[src/rtl/mccpu_if.sv]
// mccpu_if: memory request/response bus between the core (master) and memory (slave).
interface mccpu_if;
    localparam int unsigned XLEN = 32;

    logic            mem_req;
    logic            mem_we;
    logic [XLEN-1:0] mem_addr;
    logic [XLEN-1:0] mem_wdata;
    logic [XLEN-1:0] mem_rdata;
    logic            mem_ready;

    modport master (
        output mem_req,
        output mem_we,
        output mem_addr,
        output mem_wdata,
        input  mem_rdata,
        input  mem_ready
    );

    modport slave (
        input  mem_req,
        input  mem_we,
        input  mem_addr,
        input  mem_wdata,
        output mem_rdata,
        output mem_ready
    );
endinterface

[src/rtl/mccpu.sv]
// mccpu: multi-cycle MIPS-subset core (IF/ID/EX/MEM/WB/HALT) on a single
// request/ready memory bus, with a combinational debug register read port.
// Optional: define MCCPU_PERF_CNT_EN to add cyc_cnt and instret_cnt outputs.
module mccpu #(
    parameter logic [31:0] RESET_PC = 32'h0000_3000,
    parameter int unsigned MEM_AW   = 32
) (
    input  logic        clk,
    input  logic        rst,
    mccpu_if.master     bus,
    output logic [31:0] pc,
    output logic        halted,
    input  logic [4:0]  reg_sel,
    output logic [31:0] reg_data
`ifdef MCCPU_PERF_CNT_EN
    ,
    output logic [31:0] cyc_cnt,
    output logic [31:0] instret_cnt
`endif
);
    localparam int unsigned XLEN = 32;
    localparam logic [XLEN-1:0] ADDR_MASK = (MEM_AW >= XLEN) ? {XLEN{1'b1}}
                                          : XLEN'((64'd1 << MEM_AW) - 64'd1);

    localparam logic [5:0] OP_RTYPE = 6'h00;
    localparam logic [5:0] OP_J     = 6'h02;
    localparam logic [5:0] OP_BEQ   = 6'h04;
    localparam logic [5:0] OP_ADDI  = 6'h08;
    localparam logic [5:0] OP_ORI   = 6'h0D;
    localparam logic [5:0] OP_LUI   = 6'h0F;
    localparam logic [5:0] OP_LW    = 6'h23;
    localparam logic [5:0] OP_SW    = 6'h2B;

    localparam logic [5:0] FN_SLL = 6'h00;
    localparam logic [5:0] FN_ADD = 6'h20;
    localparam logic [5:0] FN_SUB = 6'h22;
    localparam logic [5:0] FN_AND = 6'h24;
    localparam logic [5:0] FN_OR  = 6'h25;
    localparam logic [5:0] FN_SLT = 6'h2A;

    typedef enum logic [2:0] {
        S_IF   = 3'd0,
        S_ID   = 3'd1,
        S_EX   = 3'd2,
        S_MEM  = 3'd3,
        S_WB   = 3'd4,
        S_HALT = 3'd5
    } state_t;

    state_t          state_q, state_d;
    logic [XLEN-1:0] pc_q, ir_q, a_q, b_q, alu_q, mdr_q;
    logic            halted_q;
    logic [XLEN-1:0] rf [32];

    logic            mem_req_c, mem_we_c;
    logic [XLEN-1:0] mem_addr_c, alu_c;

    // Instruction fields
    logic [5:0]      opcode, funct;
    logic [4:0]      rs, rt, rd, shamt, dest;
    logic [15:0]     imm16;
    logic [25:0]     imm26;
    logic [XLEN-1:0] imm_sext, imm_zext;
    logic            is_rtype, is_lw, is_sw, is_beq, is_j, legal;

    assign opcode   = ir_q[31:26];
    assign rs       = ir_q[25:21];
    assign rt       = ir_q[20:16];
    assign rd       = ir_q[15:11];
    assign shamt    = ir_q[10:6];
    assign funct    = ir_q[5:0];
    assign imm16    = ir_q[15:0];
    assign imm26    = ir_q[25:0];
    assign imm_sext = {{16{imm16[15]}}, imm16};
    assign imm_zext = {16'h0000, imm16};

    assign is_rtype = (opcode == OP_RTYPE);
    assign is_lw    = (opcode == OP_LW);
    assign is_sw    = (opcode == OP_SW);
    assign is_beq   = (opcode == OP_BEQ);
    assign is_j     = (opcode == OP_J);
    assign dest     = is_rtype ? rd : rt;

    // Legal opcode/funct decode
    always_comb begin
        legal = 1'b0;
        case (opcode)
            OP_RTYPE: begin
                case (funct)
                    FN_SLL, FN_ADD, FN_SUB, FN_AND, FN_OR, FN_SLT: legal = 1'b1;
                    default:                                        legal = 1'b0;
                endcase
            end
            OP_J, OP_BEQ, OP_ADDI, OP_ORI, OP_LUI, OP_LW, OP_SW: legal = 1'b1;
            default: legal = 1'b0;
        endcase
    end

    // ALU result for the EX stage; lw/sw addresses are forced word-aligned here
    always_comb begin
        alu_c = '0;
        case (opcode)
            OP_RTYPE: begin
                case (funct)
                    FN_ADD:  alu_c = a_q + b_q;
                    FN_SUB:  alu_c = a_q - b_q;
                    FN_AND:  alu_c = a_q & b_q;
                    FN_OR:   alu_c = a_q | b_q;
                    FN_SLT:  alu_c = {31'b0, ($signed(a_q) < $signed(b_q))};
                    FN_SLL:  alu_c = b_q << shamt;
                    default: alu_c = '0;
                endcase
            end
            OP_ADDI:      alu_c = a_q + imm_sext;
            OP_ORI:       alu_c = a_q | imm_zext;
            OP_LUI:       alu_c = {imm16, 16'h0000};
            OP_LW, OP_SW: alu_c = (a_q + imm_sext) & ~32'h3;
            default:      alu_c = '0;
        endcase
    end

    // FSM state register
    always_ff @(posedge clk) begin
        if (rst) begin
            state_q <= S_IF;
        end else begin
            state_q <= state_d;
        end
    end

    // FSM next state and bus request outputs
    always_comb begin
        state_d    = state_q;
        mem_req_c  = 1'b0;
        mem_we_c   = 1'b0;
        mem_addr_c = pc_q;
        case (state_q)
            S_IF: begin
                mem_req_c = 1'b1;
                if (bus.mem_ready) state_d = S_ID;
            end
            S_ID: state_d = legal ? S_EX : S_HALT;
            S_EX: begin
                if (is_lw || is_sw)      state_d = S_MEM;
                else if (is_beq || is_j) state_d = S_IF;
                else                     state_d = S_WB;
            end
            S_MEM: begin
                mem_req_c  = 1'b1;
                mem_we_c   = is_sw;
                mem_addr_c = alu_q;
                if (bus.mem_ready) state_d = is_sw ? S_IF : S_WB;
            end
            S_WB:    state_d = S_IF;
            S_HALT:  state_d = S_HALT;
            default: state_d = S_IF;
        endcase
    end

    // Requests are suppressed while reset is asserted so a pending transfer is dropped
    assign bus.mem_req   = mem_req_c & ~rst;
    assign bus.mem_we    = mem_we_c & ~rst;
    assign bus.mem_addr  = mem_addr_c & ADDR_MASK & ~32'h3;
    assign bus.mem_wdata = b_q;

    // Datapath registers: PC, IR, operand latches, ALU and memory data
    always_ff @(posedge clk) begin
        if (rst) begin
            pc_q     <= RESET_PC;
            ir_q     <= '0;
            a_q      <= '0;
            b_q      <= '0;
            alu_q    <= '0;
            mdr_q    <= '0;
            halted_q <= 1'b0;
        end else begin
            case (state_q)
                S_IF: begin
                    if (bus.mem_ready) begin
                        ir_q <= bus.mem_rdata;
                        pc_q <= pc_q + 32'd4;
                    end
                end
                S_ID: begin
                    a_q <= rf[rs];
                    b_q <= rf[rt];
                    if (!legal) halted_q <= 1'b1;
                end
                S_EX: begin
                    alu_q <= alu_c;
                    if (is_beq && (a_q == b_q)) begin
                        pc_q <= pc_q + {imm_sext[29:0], 2'b00};
                    end else if (is_j) begin
                        pc_q <= {pc_q[31:28], imm26, 2'b00};
                    end
                end
                S_MEM: begin
                    if (bus.mem_ready && is_lw) mdr_q <= bus.mem_rdata;
                end
                default: ;
            endcase
        end
    end

    // Register file write-back; $0 is never written
    always_ff @(posedge clk) begin
        if (rst) begin
            for (int i = 0; i < 32; i++) rf[i] <= '0;
        end else if ((state_q == S_WB) && (dest != 5'd0)) begin
            rf[dest] <= is_lw ? mdr_q : alu_q;
        end
    end

    assign reg_data = (reg_sel == 5'd0) ? '0 : rf[reg_sel];
    assign pc       = pc_q;
    assign halted   = halted_q;

`ifdef MCCPU_PERF_CNT_EN
    logic [XLEN-1:0] cyc_q, instret_q;

    // Cycle and retired-instruction counters
    always_ff @(posedge clk) begin
        if (rst) begin
            cyc_q     <= '0;
            instret_q <= '0;
        end else begin
            if (state_q != S_HALT) cyc_q <= cyc_q + 32'd1;
            if ((state_d == S_IF) && (state_q != S_IF)) instret_q <= instret_q + 32'd1;
        end
    end

    assign cyc_cnt     = cyc_q;
    assign instret_cnt = instret_q;
`endif
endmodule

[src/flat_wrapper.sv]
// flat-port wrapper written by rule: the top's interface ports become plain ports
module mccpu_flat 
#(
    parameter logic [31:0] RESET_PC = 32'h0000_3000,
    parameter int unsigned MEM_AW   = 32
)
  (clk, rst, pc, halted, reg_sel, reg_data, bus_mem_req, bus_mem_we, bus_mem_addr, bus_mem_wdata, bus_mem_rdata, bus_mem_ready);
  mccpu_if bus_i ();
  input  logic clk;
  input  logic rst;
  output logic [31:0] pc;
  output logic halted;
  input  logic [4:0] reg_sel;
  output logic [31:0] reg_data;
  output wire logic [$bits(bus_i.mem_req)-1:0] bus_mem_req;
  output wire logic [$bits(bus_i.mem_we)-1:0] bus_mem_we;
  output wire logic [$bits(bus_i.mem_addr)-1:0] bus_mem_addr;
  output wire logic [$bits(bus_i.mem_wdata)-1:0] bus_mem_wdata;
  input wire logic [$bits(bus_i.mem_rdata)-1:0] bus_mem_rdata;
  input wire logic [$bits(bus_i.mem_ready)-1:0] bus_mem_ready;
  assign bus_mem_req = bus_i.mem_req;
  assign bus_mem_we = bus_i.mem_we;
  assign bus_mem_addr = bus_i.mem_addr;
  assign bus_mem_wdata = bus_i.mem_wdata;
  assign bus_i.mem_rdata = bus_mem_rdata;
  assign bus_i.mem_ready = bus_mem_ready;
  mccpu #(.RESET_PC(RESET_PC), .MEM_AW(MEM_AW)) u_core (.clk(clk), .rst(rst), .bus(bus_i), .pc(pc), .halted(halted), .reg_sel(reg_sel), .reg_data(reg_data));
endmodule
[config.mk]
export PLATFORM = sky130hd
export DESIGN_NAME = mccpu_flat
export DESIGN_NICKNAME = d
export VERILOG_FILES = /design/src/rtl/mccpu_if.sv /design/src/rtl/mccpu.sv /design/src/flat_wrapper.sv
export SDC_FILE = /design/constraint.sdc
export NUM_CORES = 2
export LEC_CHECK = 0
export BUFFER_PORTS_ARGS = -buffer_cell sky130_fd_sc_hd__buf_2
export CORE_UTILIZATION = 55
export DETAILED_ROUTE_END_ITERATION = 16
export PLACE_DENSITY = 0.72
export SLEW_MARGIN = 10
export SYNTH_ARGS = -nofsm -noshare
export SYNTH_HDL_FRONTEND = slang
export SYNTH_SLANG_ARGS = --single-unit
export TNS_END_PERCENT = 1
[constraint.sdc]
create_clock -name clk -period 6.1 [get_ports clk]
set_clock_uncertainty 0.15 [all_clocks]
set_input_delay 0.305 -clock clk [delete_from_list [all_inputs] [get_ports clk]]
set_output_delay 0.305 -clock clk [all_outputs]
set_load 0.005 [all_outputs]
### After elaboration in Yosys (flattened, before gate mapping)

Memories as Yosys holds them, arrays and structs flattened. A register that Yosys moved wholly into a read port is not among the register bits.
Cells that the tools add are included.

| cells by class | value |
|---|---|
| equality and inequality tests | 22 |
| reductions and logical operators | 22 |
| multiplexer cells | 29 |
| $lt $le $gt $ge | 1 |
| $add $sub $neg | 5 |
| shifts and indexed selects | 1 |
| bitwise logic cells | 7 |

Operator list:

| kind | number |
|---|---|
| $mux 32 | 6 |
| $pmux 32 s6 | 1 |
| $pmux 32 s5 | 1 |
| $add 32x32->32 | 3 |
| $pmux 32 s2 | 1 |
| $eq 6x6->1 const B | 7 |
| $add 32x3->32 const B | 1 |
| $and 32x32->32 | 1 |
| $eq 32x32->1 | 1 |
| $lt 32x32->1 | 1 |
| $or 32x16->32 | 1 |
| $or 32x32->32 | 1 |
| $reduce_or 32->1 | 1 |
| $shl 32x5->32 | 1 |
| $sub 32x32->32 | 1 |
| $mux 28 | 1 |
| $eq 6x4->1 const B | 3 |
| $mux 3 | 6 |
| $pmux 3 s5 | 1 |
| $logic_not 6->1 | 2 |
| $mux 5 | 2 |
| $mux 1 | 9 |
| $reduce_and 2->1 | 4 |
| $reduce_or 7->1 | 1 |
| 20 further kinds | 30 |

| word-level totals | value |
|---|---|
| output and inout port bits | 131 |
| input bits | 40 |
| bits in registers | 132 |
| RAM bits | 1024 |
| memories | 1 |
| word-level logic and storage cells | 95 |

Memory list:

| memory | words | bits a word | rd ports | clocked after memory_dff | write ports | line | RTL |
|---|---|---|---|---|---|---|---|
| u_core.rf | 32 | 32 | 3 | 2 | 32 | mccpu.sv:53 | `logic [XLEN-1:0] rf [32];` |

### Depth between registers and ports, before layout

| depth | value |
|---|---|
| depth after elaboration | 9 |
| gate-level depth with buffers | 14 |
| depth with buffers taken out | 13 |

### Worst setup path before layout

OpenSTA, ideal clock, no wires.

| path | value |
|---|---|
| path kind | reg2reg |
| start | register u_core.ir_q[15] |
| end | register u_core.alu_q[25] |
| buffers on the path | 2 |
| stages on the path, launching flop included | 13 |
| setup time | 0.127 ns |
| data required time | 5.823 ns |
| arrival time | 3.430 ns |
| clock period less this slack | 3.707 ns |
| slack | 2.393 ns |
| path through | dfxtp_1 > clkbuf_1 > inv_1 > ha_1 > clkbuf_1 > nand4_1 > or2_2 > a2111oi_0 > or2_1 > a31oi_1 > xnor2_1 > a2111oi_0 > o21ai_1 |

| between the ends | value |
|---|---|
| longest elaborated chain between the ends | 2 |

RTL lines:

| what | line | RTL |
|---|---|---|
| start, declared | mccpu.sv:51 | `logic [XLEN-1:0] pc_q, ir_q, a_q, b_q, alu_q, mdr_q;` |
| start signal, assigned | mccpu.sv:180 | `ir_q <= bus.mem_rdata;` |
| $add 32x32->32 | mccpu.sv:114, mccpu.sv:117 |  |
| $pmux 32 s5 | mccpu.sv:102 | `case (opcode)` |
| end signal, assigned | mccpu.sv:190 | `alu_q <= alu_c;` |
| end, declared | mccpu.sv:51 |  |

Every way passes these cells.
A chain may end at the register's enable or synchronous reset.

### Worst setup path after layout

| path | value |
|---|---|
| start | register u_core.b_q[3] (netlist: u_core.bus.mem_wdata[3]) (read register of u_core.rf) |
| end | register u_core.alu_q[30] |

| between the ends | value |
|---|---|
| longest elaborated chain between the ends | 3 |
| elaborated cells on any way between the ends | 5 |
| those cells by class | add/sub (2); shift (1); mux (2) |

RTL lines:

| what | line | RTL |
|---|---|---|
| start, declared | mccpu.sv:51 |  |
| $sub 32x32->32, or another cell as far along | mccpu.sv:106 | `FN_SUB: alu_c = a_q - b_q;` |
| $pmux 32 s6 * | mccpu.sv:104 | `case (funct)` |
| $pmux 32 s5 * | mccpu.sv:102 |  |

Every way passes the cells marked *; elsewhere a longest branch is shown, timed or not.

==> results.json <==
{
  "reg2reg_setup_slack_ns": 1.29,
  "fin_setup_tns_ns": 0,
  "ioPinCount": 171,
  "cts_setup_buffers": 0,
  "fin_crit_ns": 4.81,
  "port_buffers": 166,
  "cts_made_buffers": 138,
  "max_freq_mhz": 208,
  "synth-edff-count": 1024,
  "yosys_warnings": 0,
  "grt_antenna_before_repair": 24,
  "dr_total_vias": 63300,
  "rows": 138,
  "cap_violations": 0,
  "drt-total-wl_mm": 316,
  "die_h_um": 381,
  "nets": 6508,
  "drc": 0,
  "worst_hold_slack_ns": 0.151,
  "slew_headroom_pct": 8.92,
  "cp-startpoint": "u_core.bus.mem_wdata[3]",
  "synth_area_leaders": "edfxtp_1, mux4_2, nor2_1",
  "final_hold_viol_count": 0,
  "seq_area_frac_synth_pct": 43.9,
  "yosysTopAreaCell": "edfxtp_1",
  "core_area_um2": 142000,
  "gp_routability_congestion": 1.14,
  "cts_resized": 0,
  "use_met1_pct": 54.0,
  "grt.busiest_layer": "met2",
  "grt_max_degree": 106,
  "worstPathArrival_ns": 5.33,
  "area_growth_syn_to_layout_pct": 10.2,
  "worstReg2RegStart": "u_core.bus.mem_wdata[3]",
  "cts_buffer_depth": 3,
  "min_period_over_period_pct": 78.9,
  "cts_hold_buf": 36,
  "cp-end-kind": "register",
  "wire_per_inst_um": 38.1,
  "timing.final.ws_setup_ns": 1.29,
  "finish.utilization_pct": 61.2,
  "yosysUniqueCellTypes": 86,
  "yosys_most_used_dff": "edfxtp_1",
  "grt_overflow": 0,
  "yosys.area.top_type_share_pct": 39.0,
  "crit_path_end": "u_core.alu_q[30]",
  "vdd_drop_max_mv": 0.380,
  "path_class": "reg2reg",
  "async_reset_ff_share_pct": 0,
  "outcome": "completed",
  "slew_viol_final": 0,
  "gr-usage-all-layers_pct": 43.4,
  "cts.sinks": 1218,
  "drive_above_1_share_pct": 27.0,
  "startpoint_type": "register",
  "rsz0062_at_grt": "false",
  "initial_core_util_pct": 55.5,
  "syn_inst": 6323,
  "cp_max_fo": 7,
  "use_met2_pct": 62.4,
  "cts.htree.levels": 4,
  "pre_cts_slack_ns": 1.37,
  "cts-root-buf": "clkbuf_16",
  "dp_hpwl_mm": 213,
  "first_global_vias": 60300,
  "cts_tree": "yes",
  "first_iter_violations": 11400,
  "placed_area_um2": 82100,
  "clk_pin_slew_worst_paths_ns": 0.06,
  "critPathRequiredTime_ns": 6.62,
  "hold_path.class": "in2reg",
  "ys_ff_latch": 1218,
  "synthesis.area_um2": 78800,
  "reg2reg_depth": 11,
  "die_x_um": 381,
  "vias_per_cell": 7.64,
  "finalPower_mw": 29.8,
  "die-area_um2": 145000,
  "setup-violations-final": 0,
  "tightest_slew_ns": 1.33,
  "final_cells": 8288,
  "power.leakage_nw": 28.5,
  "worstSkewPairLatency_ns": 0.83,
  "rr_endpoint": "u_core.alu_q[30]",
  "placedCellCount": 7998,
  "p_per_area_nw_per_um2": 343,
  "syn_avg_cell_area_um2": 12.5,
  "use_met3_pct": 15.3,
  "grt_pass1_wl_mm": 446,
  "dr.pass1.iters": 8,
  "ant_nets": 0,
  "design_area_um2": 86900
}
==> worst min path at each step <==
stage / from / slack, ns / end / cells past startpoint
floorplan: u_core.mdr_q[10] / 0.29 / u_core.mdr_q[10] / 2
global placement: u_core.mdr_q[29] / 0.30 / u_core.mdr_q[29] / 2
detailed placement: u_core.mdr_q[26] / 0.32 / u_core.mdr_q[26] / 2
CTS: bus_mem_rdata[16] / 0.12 / u_core.mdr_q[16] / 4
global route: bus_mem_rdata[23] / 0.16 / u_core.mdr_q[23] / 4
finish: bus_mem_rdata[25] / 0.15 / u_core.mdr_q[25] / 4
==> state kept, by name, indices dropped and copies added (netlist names) <==
register              flops
u_core.halted             1
u_core.bus.mem_wdata     32
u_core.ir_q              32
u_core.alu_q             32
u_core.rf              1024
u_core.mdr_q             32
u_core.pc                30
u_core.a_q               32
u_core.state_q            3
==> critical path, stage by stage (launching register included) <==
cell       delay [ns]
dfxtp_1          0.46
inv_1            0.12
ha_1             0.44
nor2_1           0.57
o21ai_0          0.35
a221o_1          0.42
a2111oi_2        0.74
o211ai_1         0.34
o211ai_1         0.32
mux2_2           0.38
a211oi_1         0.25
a311oi_1         0.12
==> cells by family (layout without fill, tap and decap cells) <==
kind of cell	after synthesis	count (layout)	synth area share (%)
adders and majority gates	182	182	2.93
xor gates and xnor gates	69	69	0.767
AOI/OAI and AO/OA	907	907	7.40
buffers and inverters	754	790	3.68
muxes	1201	1201	30.8
other	1	40	0.00476
DFF	1218	1218	43.9
and+or+nand+nor	1991	1991	10.5
==> where the power goes <==
| part | switching [mW] | total, mW | leakage [nW] | internal [mW] |
|---|---|---|---|---|
| Sequential | 0.866 | 10.4 | 12.1 | 9.49 |
| Clock | 3.76 | 8.26 | 2.10 | 4.50 |
| Combinational | 7.02 | 11.2 | 14.3 | 4.18 |
==> cells in the mapped netlist (all sizes together), types with 21 or more instances <==
cell type,count
nand3,45
o31ai,21
nor2b,25
nand2,356
nand2b,53
clkbuf,486
xor2,23
mux2i,189
o221ai,23
nor2,1289
nor4,23
a21oi,306
o21ai,157
xnor2,46
inv,137
mux2,38
a31oi,33
edfxtp,1024
a21o,37
dfxtp,194
buf,130
nand4,24
a211oi,104
o21bai,23
ha,178
o22ai,21
nor3,68
and3,27
mux4,974
o211ai,28
==> cell type report <==
class                   instances  area, µm²
diodes                          4       10.0
well taps                    1890       2360
multi-input cells            4386      42000
inverters                     138        518
fillers                     10800      55000
clock inverters                93        853
repair buffers                404       2960
flip-flops and latches       1218      34700
clock buffers                 155       3520
==> placed cells by master, fill, tap and decap left out, types with 65 or more instances in the layout <==
cell type / n
nor2_1: 1287
edfxtp_1: 1024
mux4_2: 974
nand2_1: 325
a21oi_1: 306
buf_4: 188
dfxtp_1: 180
ha_1: 178
buf_2: 160
mux2i_1: 157
o21ai_0: 153
clkbuf_16: 138
inv_1: 136
a211oi_1: 103
nor3_1: 65
==> metal layers <==
metal,vias up,part of all wire (%)
li1,24400,-
met1,31100,31
met2,6376,43
met3,1404,16
met4,42,9.5
met5,-,0.078
Note: power is estimated with default switching activity, not from simulation.
